<file path="config.mk">
export PLATFORM = sky130hd
export DESIGN_NAME = uart_rx_os16_flat
export DESIGN_NICKNAME = d
export VERILOG_FILES = /design/src/rtl/uart_rx_os16_if.sv /design/src/rtl/uart_rx_os16.sv /design/src/flat_wrapper.sv
export SDC_FILE = /design/constraint.sdc
export NUM_CORES = 1
export LEC_CHECK = 0
export ABC_AREA = 1
export CORE_ASPECT_RATIO = 1.5
export CORE_MARGIN = 4
export CORE_UTILIZATION = 60
export DETAILED_ROUTE_END_ITERATION = 10
export PLACE_DENSITY = 0.83
export SYNTH_ARGS = -nofsm -noshare
export SYNTH_HDL_FRONTEND = slang
export SYNTH_SLANG_ARGS = --single-unit
export TNS_END_PERCENT = 5
</file>
<file path="constraint.sdc">
create_clock -name clk -period 2.2 [get_ports clk]
set_input_delay 0.33 -clock clk [delete_from_list [all_inputs] [get_ports clk]]
set_output_delay 0.33 -clock clk [all_outputs]
set_load 0.005 [all_outputs]
</file>
<file path="src/rtl/uart_rx_os16_if.sv">
// Serial-line and result bundle for the 16x-oversampling UART receiver.
// master: drives tick and line, consumes the received word and its flags.
// slave:  the receiver itself.
interface uart_rx_os16_if #(
  parameter int DATA_BITS = 8
);
  logic                 s_tick;
  logic                 rx;
  logic [DATA_BITS-1:0] dout;
  logic                 rx_done;
  logic                 frame_err;
  logic                 parity_err;

  modport master (
    output s_tick, rx,
    input  dout, rx_done, frame_err, parity_err
  );

  modport slave (
    input  s_tick, rx,
    output dout, rx_done, frame_err, parity_err
  );
endinterface

</file>
<file path="src/rtl/uart_rx_os16.sv">
// 16x-oversampling UART receiver: 1 start bit, DATA_BITS data bits LSB first,
// optional even parity bit, SB_TICK ticks of stop interval.
// Optional feature: define UART_RX_PARITY_EN to compile in the parity bit and
// the parity_err flag; without it parity_err is tied to 0.
//
// state  | meaning
// IDLE   | line idle, waiting for rx_s low
// START  | counting to mid start bit, rejects glitches
// DATA   | sampling data bits every 16 ticks
// PARITY | sampling the even-parity bit (UART_RX_PARITY_EN only)
// STOP   | waiting out the stop interval, then reporting the word
module uart_rx_os16 #(
  parameter int DATA_BITS = 8,
  parameter int SB_TICK   = 16
) (
  input  logic           clk,
  input  logic           rst,
  uart_rx_os16_if.slave  bus
);

  // s_cnt must reach SB_TICK-1, so it widens beyond 4 bits for 2 stop bits.
  localparam int CNT_W = (SB_TICK > 16) ? $clog2(SB_TICK) : 4;
  localparam int N_W   = (DATA_BITS > 1) ? $clog2(DATA_BITS) : 1;

  typedef enum logic [2:0] {
    IDLE,
    START,
    DATA,
`ifdef UART_RX_PARITY_EN
    PARITY,
`endif
    STOP
  } state_t;

  state_t               state, state_nx;
  logic [CNT_W-1:0]     s_cnt, s_cnt_nx;
  logic [N_W-1:0]       n, n_nx;
  logic [DATA_BITS-1:0] b, b_nx;
  logic [DATA_BITS-1:0] dout_r, dout_nx;
  logic                 done_r, done_nx;
  logic                 ferr_r, ferr_nx;
  logic                 perr_r, perr_nx;
  logic                 rx_meta, rx_s;
`ifdef UART_RX_PARITY_EN
  logic                 par_bit, par_nx;
`endif

  // Two-stage synchronizer for the asynchronous line, idling high.
  always_ff @(posedge clk or negedge rst) begin
    if (!rst) begin
      rx_meta <= 1'b1;
      rx_s    <= 1'b1;
    end else begin
      rx_meta <= bus.rx;
      rx_s    <= rx_meta;
    end
  end

  // State and datapath registers.
  always_ff @(posedge clk or negedge rst) begin
    if (!rst) begin
      state  <= IDLE;
      s_cnt  <= '0;
      n      <= '0;
      b      <= '0;
      dout_r <= '0;
      done_r <= 1'b0;
      ferr_r <= 1'b0;
      perr_r <= 1'b0;
`ifdef UART_RX_PARITY_EN
      par_bit <= 1'b0;
`endif
    end else begin
      state  <= state_nx;
      s_cnt  <= s_cnt_nx;
      n      <= n_nx;
      b      <= b_nx;
      dout_r <= dout_nx;
      done_r <= done_nx;
      ferr_r <= ferr_nx;
      perr_r <= perr_nx;
`ifdef UART_RX_PARITY_EN
      par_bit <= par_nx;
`endif
    end
  end

  // Next-state and deframing logic; everything except IDLE advances on ticks only.
  always_comb begin
    state_nx = state;
    s_cnt_nx = s_cnt;
    n_nx     = n;
    b_nx     = b;
    dout_nx  = dout_r;
    done_nx  = 1'b0;
    ferr_nx  = 1'b0;
    perr_nx  = 1'b0;
`ifdef UART_RX_PARITY_EN
    par_nx   = par_bit;
`endif
    case (state)
      IDLE: begin
        // Edge detect wins over a coincident tick, which is not counted.
        if (!rx_s) begin
          state_nx = START;
          s_cnt_nx = '0;
        end
      end
      START: begin
        if (bus.s_tick) begin
          if (s_cnt == CNT_W'(7)) begin
            if (!rx_s) begin
              state_nx = DATA;
              s_cnt_nx = '0;
              n_nx     = '0;
            end else begin
              state_nx = IDLE;
            end
          end else begin
            s_cnt_nx = s_cnt + CNT_W'(1);
          end
        end
      end
      DATA: begin
        if (bus.s_tick) begin
          if (s_cnt == CNT_W'(15)) begin
            b_nx     = {rx_s, b[DATA_BITS-1:1]};
            s_cnt_nx = '0;
            if (n == N_W'(DATA_BITS - 1)) begin
`ifdef UART_RX_PARITY_EN
              state_nx = PARITY;
`else
              state_nx = STOP;
`endif
            end else begin
              n_nx = n + N_W'(1);
            end
          end else begin
            s_cnt_nx = s_cnt + CNT_W'(1);
          end
        end
      end
`ifdef UART_RX_PARITY_EN
      PARITY: begin
        if (bus.s_tick) begin
          if (s_cnt == CNT_W'(15)) begin
            par_nx   = rx_s;
            s_cnt_nx = '0;
            state_nx = STOP;
          end else begin
            s_cnt_nx = s_cnt + CNT_W'(1);
          end
        end
      end
`endif
      STOP: begin
        if (bus.s_tick) begin
          if (s_cnt == CNT_W'(SB_TICK - 1)) begin
            // The word is reported even when flagged; the consumer filters it.
            dout_nx  = b;
            done_nx  = 1'b1;
            ferr_nx  = ~rx_s;
`ifdef UART_RX_PARITY_EN
            perr_nx  = ^{b, par_bit};
`endif
            state_nx = IDLE;
          end else begin
            s_cnt_nx = s_cnt + CNT_W'(1);
          end
        end
      end
      default: state_nx = IDLE;
    endcase
  end

  assign bus.dout       = dout_r;
  assign bus.rx_done    = done_r;
  assign bus.frame_err  = ferr_r;
  assign bus.parity_err = perr_r;

endmodule

</file>
<file path="src/flat_wrapper.sv">
// flat-port wrapper written by rule: the top's interface ports become plain ports
module uart_rx_os16_flat 
#(
  parameter int DATA_BITS = 8,
  parameter int SB_TICK   = 16
)
  (clk, rst, bus_s_tick, bus_rx, bus_dout, bus_rx_done, bus_frame_err, bus_parity_err);
  uart_rx_os16_if #(.DATA_BITS(DATA_BITS)) bus_i ();
  input  logic clk;
  input  logic rst;
  input wire logic [$bits(bus_i.s_tick)-1:0] bus_s_tick;
  input wire logic [$bits(bus_i.rx)-1:0] bus_rx;
  output wire logic [$bits(bus_i.dout)-1:0] bus_dout;
  output wire logic [$bits(bus_i.rx_done)-1:0] bus_rx_done;
  output wire logic [$bits(bus_i.frame_err)-1:0] bus_frame_err;
  output wire logic [$bits(bus_i.parity_err)-1:0] bus_parity_err;
  assign bus_i.s_tick = bus_s_tick;
  assign bus_i.rx = bus_rx;
  assign bus_dout = bus_i.dout;
  assign bus_rx_done = bus_i.rx_done;
  assign bus_frame_err = bus_i.frame_err;
  assign bus_parity_err = bus_i.parity_err;
  uart_rx_os16 #(.DATA_BITS(DATA_BITS), .SB_TICK(SB_TICK)) u_core (.clk(clk), .rst(rst), .bus(bus_i));
endmodule
</file>
; Word-level counts from Yosys, hierarchy flattened
; Index checks and enable logic that the tools add are counted.
; Widths: inputs -> output; s select.
[word_totals]
reg_bits = 30
input_bits = 4
out_inout_bits = 11
wordCells = 68
[op_classes]
addsub = 2
eq_ne = 17
n_mux = 31
bitwise = 1
n_reduce_logical = 8
[op_table]
columns = operator, count
row1 = $mux 3, 14
row2 = $mux 4, 7
row3 = $pmux 4 s4, 1
row4 = $ne 2x2->1 const B, 7
row5 = $pmux 3 s4, 1
row6 = $ne 2x1->1 const B, 4
row7 = $reduce_and 8->1, 1
row8 = $reduce_and 7->1, 1
row9 = $eq 3x2->1 const B, 2
row10 = $mux 1, 6
row11 = $pmux 3 s2, 1
row12 = $reduce_and 3->1, 2
row13 = $reduce_and 5->1, 1
row14 = $add 4x1->4 const B, 1
row15 = $eq 4x3->1 const B, 1
row16 = $eq 4x4->1 const B, 1
row17 = $reduce_bool 4->1, 1
row18 = $add 3x1->3 const B, 1
row19 = $eq 3x1->1 const B, 1
row20 = $eq 3x3->1 const B, 1
row21 = $logic_not 3->1, 1
row22 = $mux 2, 1
row23 = $reduce_bool 2->1, 1
row24 = $not 1->1, 1

; Depth between registers and ports, before layout
; Gate-level depths: netlist of run 1.
[logic_depth]
ltp_word = 5
depth_mapped = 10
mapped_depth_nobuf = 9

; Worst setup path before layout of run 1
; Ideal clock, no wire load.
[synth_timing]
path_kind = reg2reg
start = register u_core.state[0]
end = register u_core.n[0]
setup_time_ps = 121
arrival_ps = 1317
required_time_ps = 2079
slack_ps = 763
path_stages_with_launch = 10
n_path_buf = 1
period_less_slack_ps = 1437
path_cell_list = dfrtp_1 inv_1 ha_1 buf_2 inv_1 nand2_1 a21oi_1 nand2_2 nand2_1 o21ai_1
[synth_via]
elab_chain_len = 3
elab_cells_between_ends = 11
cone_classes = 8 x eq/ne / 1 x mux / 2 x reduce/logical
[synth_lines]
columns = item, line_no
row1 = start: declaration, uart_rx_os16.sv:35  ; state_t state, state_nx;
row2 = start signal: assignment, uart_rx_os16.sv:74  ; state <= state_nx;
row3 = $eq 3x2->1 / $eq 3x1->1 (equally long branches), uart_rx_os16.sv:101  ; case (state)
row4 = "$ne 2x2->1 (no line), or another cell as far along", n/a
row5 = $reduce_and 7->1 (no line), n/a
row6 = end signal: assignment, uart_rx_os16.sv:76  ; n <= n_nx;
row7 = end: declaration, uart_rx_os16.sv:37  ; logic [N_W-1:0] n, n_nx;
; Parallel ways exist; a longest one is shown, timed or not.
; A chain may end at the register's enable or synchronous reset.

; Final worst setup path of run 1
[layout_timing]
start = register u_core.state[0]
end = register u_core.n[1]
; Same word-level chain as after synthesis.

==> metrics, run 1 <==
status=finished, final reports clean; worst endpoint required time=about 2.4 ns; Fin. Hold Viols=0; FFs w/ async S/R, synth=100%; vias in the first global route=1,204; Syn Inst Count=about 170; Layout Nets=202; worst-path maximum fanout=8; Worst-path clk slew=~0.11 ns; total CTS buffers=5; Max Cap Violations=0; HP Class=in2async; clock latency on the worst-skew pair=0.34 ns; CTS sink count=29; leakage power=0.902 nW; ys flop type=dfrtp_1; net count after synthesis=187; Seq/Total Area, Yosys=48.0%; TritonCTS clock tree=built; antenna diode count=0; top cells by area, synth=dfrtp_1, nand2_1, ha_1, nand3_1, inv_1; cell taking the most area after synthesis=dfrtp_1; Boundary Pins=15; setup slack after placement=about 0.57 ns; Resize count post-CTS=0; DP Area=1630 um^2; Worst Skew=0.0194 ns; share of cells above drive strength 1=11.6%; DRC Markers=0; count of buffers from port buffering=13; Root Buffer=clkbuf_4; #FFs+latches synth=29; DIE AREA=3410 um^2; TNS Setup=0 ns; Crit. End Element=flop; first-pass GRT wire length=5.18 mm; cell area after synthesis=1520 um^2; final setup fails=0; design area=1720 um^2; Area growth syn-to-layout=13.1%; antenna violations before repair=0; Yosys cell types=26; top cells by instance count after synthesis=nand2_1, dfrtp_1, inv_1; # H-tree levels=2; Startpoint Class=flop; top-count cell post-synth=nand2_1; grt total ovfl=0; worst setup path class=reg2reg; Critical Path AT=1.86 ns; ANT nets after route=0; Synthesis Warnings=0; fin. max-slew vios=0; Routed WL=2.92 mm; RR Endpoint=u_core.n[1]; Setup Buffers After CTS=0; largest net degree at the start of global routing=30; Detailed Routing Iterations Pass 1=4; Initial Util=between 60% and 70%; number of DRC markers in iteration 0=37; Final WS setup=0.550 ns; Routed WL per cell=about 14 um; GP Congestion=~0.89; row cnt=22; worst vdd ir=between 0.6 and 0.7 mV; CTS max path bufs=2; vias=1,191; die span in x=49.1 um; core area=approximately 2400 um^2; vias per cell=about 5.6; EDFF count, synth=0; Hold-fix buffers, CTS=0; RSZ-0062 raised after global routing=false; share of the synthesized area in the top cell type=44.5%; PD cells=959 nW/um^2; Post-DP HPWL=2.18 mm; Highest Clock Rate=0.606 GHz; global-route usage over all layers=19.1%; Avg Inst Size Synth=about 8.7 um^2; reg2reg setup slack=0.55 ns; Tcrit/Tclk final=75.0%; R2R depth=8; Die H=approximately 70 um; fin crit period=around 1.6 ns; worst r2r src=u_core.state[0]
==> area by class of cell <==
class | instances | area (um^2)
clock buffers | 7 | 55.1
fillers | 183 | 706
inverters | 19 | 71.3
repair buffers | 14 | 138
multi-input cells | 120 | 664
flip-flops and latches | 29 | 728
clock inverters | 1 | 30.0
well taps | 24 | 30.0
==> routing by layer <==
metal  track usage (%)  vias to the layer above  wire [um]
li1                  -                      587          -
met1              21.1                      565       1130
met2              32.9                       31       1570
met3              5.59                        8        141
met4              8.38                        0         68
met5                 0                        -          0
==> power by group <==
group | internal [mW] | total, mW | switching, mW | leakage, nW
sequential | 0.596 | 0.662 | 0.0652 | 0.372
combinational | 0.199 | 0.526 | 0.327 | 0.484
clock | 0.271 | 0.458 | 0.187 | 0.0455
==> flip-flops by register name (all words and copies together), names as in the netlist <==
register	count
u_core.b	8
u_core.s_cnt	4
u_core.bus.frame_err	1
u_core.rx_s	1
u_core.bus.dout	8
u_core.n	3
u_core.state	2
u_core.rx_meta	1
u_core.bus.rx_done	1
==> per-stage QoR <==
step	power, mW	hold WS [ns]	std cells	util [%]
after detailed placement	1.19	0.351	206	67.4
after global routing	1.74	0.368	214	70.9
after floorplan	1.05	0.0344	174	-
after CTS	1.65	0.363	214	70.9
final	1.65	0.361	214	70.9
after global placement	1.16	0.348	206	67.4
==> kinds of logic (layout without fill, tap and decap cells) <==
group	Yosys count	count (layout)	synth area share, %
other cells	1	1	0.247
simple gates	83	83	26.6
fa+ha+maj	9	9	7.42
compound gates	27	27	9.48
flops	29	29	48.0
buf+inv	25	41	8.24
==> worst max-delay path by stage <==
stage                                  to  slack, ns            start  cells after the start
after CTS                     u_core.n[1]       0.56  u_core.state[0]                      8
after global routing          u_core.n[1]       0.43  u_core.state[0]                      8
after detailed placement  u_core.s_cnt[3]       0.57       bus_s_tick                      7
after global placement    u_core.state[1]       0.64       bus_s_tick                      6
final                         u_core.n[1]       0.55  u_core.state[0]                      8
after floorplan               u_core.n[0]       0.76  u_core.state[0]                      9
==> worst max-delay path: stages (launching register included) <==
cell	delay [ns]
dfrtp_1	0.44
inv_1	0.12
ha_1	0.34
inv_1	0.15
nand2_1	0.06
a21oi_1	0.18
nand2_2	0.12
nand2_1	0.07
o21ai_1	0.06
==> layout by cell type (no fill, tap or decap) <==
cell / Yosys / layout
clkbuf_8: 0 / 1
nand3_1: 13 / 13
o21bai_1: 2 / 2
nand4_4: 2 / 2
o21ai_1: 9 / 9
inv_2: 2 / 2
buf_4: 3 / 1
dfrtp_1: 27 / 27
nand2_2: 2 / 2
bufinv_16: 0 / 1
dfstp_2: 2 / 2
clkdlybuf4s50_1: 0 / 13
nor3_1: 1 / 1
nor2_1: 14 / 14
or2_2: 2 / 2
nand4_1: 2 / 2
nand2_1: 43 / 43
a21oi_2: 1 / 1
nor2_2: 2 / 2
nand3b_1: 1 / 1
clkbuf_4: 0 / 5
o21ai_0: 7 / 7
clkbuf_1: 0 / 1
inv_1: 17 / 17
ha_1: 9 / 9
conb_1: 1 / 1
a21oi_1: 8 / 8
nor2_8: 1 / 1
(Power assumes the default switching activity.)
==> run 2: changes to the inputs <==
- CORE_UTILIZATION: 60 -> 55
- PLACE_DENSITY: 0.83 -> 0.77
- clock period: 2.2 -> 1.7 ns (I/O delays scaled with it)
==> metrics, run 2 (synthesis results as in run 1) <==
commonest cells after routing, fill and taps aside=nand2_1, dfrtp_1, inv_1, nor2_1 (unchanged); DP Area=1650 um^2 (was 1630 um^2); Initial Util=57.3% (was 62.7%); Pwr Total=2.27 mW (was 1.65 mW); Detailed Routing Iterations Pass 1=5 (was 4); DRC Markers=0 (unchanged); # H-tree levels=2 (unchanged); hold_ws=0.354 ns (was 0.361 ns); TNS Setup=0 ns (unchanged); TritonCTS clock tree=built (unchanged); leakage power=0.911 nW (was 0.902 nW); Tcrit/Tclk final=90.0% (was 75.0%); Fin. Hold Viols=0 (unchanged); design area=1770 um^2 (was 1720 um^2); GP Congestion=0.913 (was 0.886); Startpoint Class=flop (unchanged); crit path cell chain=inv_1 > ha_2 > nor2_1 > nand2_1 > nand2_2 > nand3_1 > o21bai_1 > nand2_1 (was inv_1 > ha_1 > inv_1 > nand2_1 > a21oi_1 > nand2_2 > nand2_1 > o21ai_1); final cell count without fillers=227 (was 214); Slowest-stage cell, CP=dfrtp_1 (unchanged); worst vdd ir=0.802 mV (was 0.684 mV); share of cells above drive strength 1=13.2% (was 11.6%); Setup Buffers After CTS=0 (unchanged); Worst Skew=0.00336 ns (was 0.0194 ns); global-route usage over all layers=19.1% (about the same); most common cell after layout, fill and taps aside=nand2_1 (unchanged); Layout Nets=202 (unchanged); Boundary Pins=15 (unchanged); Critical Path AT=1.69 ns (was 1.86 ns); worst-path maximum fanout=8 (unchanged); vias per cell=5.28 (was 5.57); antenna violations before repair=0 (unchanged); vias=1,198 (was 1,191); Max Cap Violations=0 (unchanged); HP Class=in2async (unchanged); fin. max-slew vios=0 (unchanged); die span in x=50.9 um (was 49.1 um); crit-path max cell delay=0.42 ns (was 0.44 ns); ANT nets after route=0 (unchanged); first-pass GRT wire length=5.23 mm (was 5.18 mm); CTS sink count=29 (unchanged); clock latency on the worst-skew pair=0.28 ns (was 0.34 ns); antenna diode count=0 (unchanged); Crit. End Element=flop (unchanged); CTS max path bufs=2 (unchanged); Root Buffer=clkbuf_8 (was clkbuf_4); Resize count post-CTS=0 (unchanged); grt total ovfl=0 (unchanged); DIE AREA=3680 um^2 (was 3410 um^2); Highest Clock Rate=0.654 GHz (was 0.606 GHz); worst endpoint required time=1.86 ns (was 2.41 ns); PD cells=1280 nW/um^2 (was 959 nW/um^2); Routed WL per cell=12.7 um (was 13.6 um); Worst-path clk slew=0.06 ns (was 0.11 ns); core area=2650 um^2 (was 2420 um^2); fin crit period=1.53 ns (was 1.65 ns); RSZ-0062 raised after global routing=false (unchanged); Hold-fix buffers, CTS=0 (unchanged); number of DRC markers in iteration 0=31 (was 37); row cnt=23 (was 22); Post-DP HPWL=2.15 mm (was 2.18 mm); count of buffers from port buffering=13 (unchanged); largest net degree at the start of global routing=30 (unchanged); final setup fails=0 (unchanged); Die H=72.3 um (was 69.6 um); vias in the first global route=1,225 (was 1,204); status=finished, final reports clean (unchanged); Routed WL=2.89 mm (was 2.92 mm); Area growth syn-to-layout=16.6% (was 13.1%); CP most frequent cell=nand2_1; DP Cell Count=219 (was 206); total CTS buffers=5 (unchanged); worst setup path class=reg2reg (unchanged)
## run 2: metal layers
layer	vias up	track usage, %	share of wire, %
met2	29	33.3	54
li1	582	-	-
met4	0	12.0	3.3
met3	11	5.75	4.0
met1	576	19.7	39
met5	-	0	0
## run 2: through the flow
step | worst slack, ns | util [%]
floorplan | 0.263 | -
global placement | 0.119 | 62.2
detailed placement | 0.100 | 62.2
CTS | 0.0928 | 66.6
global route | 0.0251 | 66.8
finish | 0.171 | 66.8
## run 2: final timing paths
path,endpoint,slack [ns],from,cells after the start
setup / recovery,u_core.state[0],0.17,u_core.state[0],8
hold / removal,u_core.s_cnt[3],0.35,rst,2
setup reg to reg,u_core.state[0],0.17,u_core.state[0],8
hold reg to reg,u_core.rx_s,0.35,u_core.rx_meta,0
max in group asynchronous,u_core.rx_meta,1.04,rst,2
min in group clk,u_core.rx_s,0.35,u_core.rx_meta,0
## run 2: area by class of cell
cell class	instances	area, um^2
Tap cell	37	46.3
Multi-Input combinational cell	120	669
Clock buffer	7	86.3
Inverter	19	71.3
Timing Repair Buffer	14	138
Clock inverter	1	30.0
Fill cell	227	878
Sequential cell	29	728
## run 2: critical path: cells and delay by family (launching register included)
family	cells	cell delay [ns]
AOI/OAI and AO/OA	1	0.13
buffers and inverters	1	0.11
DFF	1	0.42
adders and majority gates	1	0.26
and+or+nand+nor	5	0.49
## run 2: where the power goes
part	internal, mW	switching [mW]	total (mW)	leakage [nW]
clock network	0.477	0.256	0.733	0.0585
registers	0.774	0.0829	0.856	0.372
logic	0.264	0.417	0.680	0.481
total	1.51	0.755	2.27	0.911
==> run 3: changes to the inputs <==
- RECOVER_POWER: default -> 100
==> metrics, run 3 (synthesis results as in run 1) <==
count of buffers from port buffering=13 (unchanged); clock latency on the worst-skew pair=0.28 ns (about the same); Slowest-stage cell, CP=dfrtp_1 (unchanged); Worst-path clk slew=0.06 ns (about the same); R2R depth=8 (unchanged); CP most frequent cell=nand2_1 (unchanged); Area growth syn-to-layout=16.2% (was 16.6%); antenna diode count=0 (unchanged); ANT nets after route=0 (unchanged); TNS Setup=0 ns (unchanged); vias per cell=5.24 (was 5.28); P_sw=754 uW (was 755 uW); Combinational Power Share=29.7% (was 30.0%); row cnt=23 (unchanged); crit path cell chain=inv_1 > ha_2 > nor2_1 > nand2_1 > nand2_2 > nand3_1 > o21bai_1 > nand2_1 (unchanged); reg2reg setup slack=0.16 ns (was 0.17 ns); Sw Ratio=33.4% (was 33.3%); vias=1,189 (was 1,198); commonest cells after routing, fill and taps aside=nand2_1, dfrtp_1, inv_1, nor2_1, nand3_1 (was nand2_1, dfrtp_1, inv_1, nor2_1); Critical Path AT=1.70 ns (was 1.69 ns); global-route usage over all layers=19.1% (unchanged); CTS max path bufs=2 (unchanged); PD cells=1280 nW/um^2 (about the same); Boundary Pins=15 (unchanged); fin. max-slew vios=0 (unchanged); Setup Buffers After CTS=0 (unchanged); status=finished, final reports clean (unchanged); Max-Slew Margin vs Limit=52.0%; Detailed Routing Iterations Pass 1=5 (unchanged); TritonCTS clock tree=built (unchanged); Tcrit/Tclk final=90.6% (was 90.0%); CTS sink count=29 (unchanged); hold path depth=0; worst-path maximum fanout=8 (unchanged); final core utilization=66.6% (was 66.8%); Startpoint Class=flop (unchanged); crit-path max cell delay=0.42 ns (about the same); Clk network pwr share=32.4% (was 32.3%); antenna violations before repair=0 (unchanged); Pwr Total=2.26 mW (was 2.27 mW); Max Cap Violations=0 (unchanged); final setup fails=0 (unchanged); hold endpoint=u_core.rx_s; Root Buffer=clkbuf_8 (unchanged); total CTS buffers=5 (unchanged); grt total ovfl=0 (unchanged); # H-tree levels=2 (unchanged); worst vdd ir=0.797 mV (was 0.802 mV); P_int=1.50 mW (was 1.51 mW); Crit. End Element=flop (unchanged); Die H=72.3 um (unchanged); Worst Skew=0.00529 ns (was 0.00336 ns); worst setup path class=reg2reg (unchanged); vias in the first global route=1,225 (unchanged); Worst-Margin Slew=approximately 0.72 ns; DRC Markers=0 (unchanged); HP Class=reg2reg (was in2async); RR Endpoint=u_core.state[0] (unchanged); Fin. Hold Viols=0 (unchanged); Worst setup startpoint=u_core.state[0] (unchanged); fin crit period=1.54 ns (was 1.53 ns); number of DRC markers in iteration 0=26 (was 31); RSZ-0062 raised after global routing=false (unchanged); die span in x=50.9 um (unchanged); Layout Nets=202 (unchanged); most common cell after layout, fill and taps aside=nand2_1 (unchanged); DIE AREA=3680 um^2 (unchanged); first-pass GRT wire length=5.23 mm (unchanged); worst r2r src=u_core.state[0] (unchanged); Routed WL=2.89 mm (unchanged); Worst path top cell family by delay=simple AND/OR/NAND/NOR gates (unchanged); Highest Clock Rate=0.649 GHz (was 0.654 GHz); core area=2650 um^2 (unchanged); leakage power=0.933 nW (was 0.911 nW); GP Congestion=0.913 (unchanged); Hold Startpoint=u_core.rx_meta; Post-DP HPWL=2.15 mm (unchanged); Routed WL per cell=12.7 um (unchanged); Crit path buffers/inverters=1 (unchanged); Initial Util=57.3% (unchanged); largest net degree at the start of global routing=30 (unchanged); Seq pwr share=37.8% (was 37.7%); worst endpoint required time=1.86 ns (about the same); share of cells above drive strength 1=12.1% (was 13.2%)
[run 3: cell count changes in the layout (fill, tap and decap cells not counted), sizes merged]
cell | before | now
clkbuf | 7 | 8
dlygate4sd3 | 0 | 12
buf | 1 | 0
clkdlybuf4s50 | 13 | 1
[run 3: how the worst max path moves through the flow]
stage,cells after the start,endpoint
after detailed placement,8,u_core.state[1]
after floorplan,9,u_core.n[0]
after global routing,8,u_core.state[1]
final,8,u_core.state[0]
after CTS,8,u_core.state[1]
after global placement,6,u_core.state[0]
[run 3: cell type report]
type,instances,area [um^2]
Tap cell,37,46.3
Sequential cell,29,728
Inverter,19,71.3
Fill cell,227,883
Clock inverter,1,30.0
Multi-Input combinational cell,120,667
Clock buffer,7,86.3
Timing Repair Buffer,14,135
[run 3: power groups by stage]
stage                     Combinational, mW  Clock (mW)  Sequential, mW
final                                 0.672       0.733           0.855
after global routing                  0.765       0.789           0.870
after CTS                             0.675       0.755           0.855
after detailed placement              0.673           0           0.868
after global placement                0.654           0           0.858
after floorplan                       0.512           0           0.843
[run 3: what timing repair did]
item	4_1_cts	5_1_grt
hold buffers	0	0
gates resized for setup	0	3
setup endpoints to repair	0	10
[run 3: per-layer routing]
layer / vias up / global-route usage, % / share of wire [%] / routed length (um)
met2: 26 / 33.3 / 54 / 1550
met5: - / 0 / 0 / 0
met1: 570 / 19.7 / 39 / 1140
met4: 0 / 12.0 / 3.2 / 94
met3: 11 / 5.75 / 3.7 / 106
li1: 582 / - / - / -
[run 3: through the flow]
step | instance area (um^2) | hold slack [ns] | std cells | setup WS (ns)
detailed placement | 1650 | 0.347 | 219 | 0.100
finish | 1760 | 0.355 | 227 | 0.160
CTS | 1760 | 0.356 | 227 | 0.0928
global route | 1760 | 0.358 | 227 | 0.0251
global placement | 1650 | 0.345 | 219 | 0.119
floorplan | 1520 | -0.0406 | 174 | 0.263
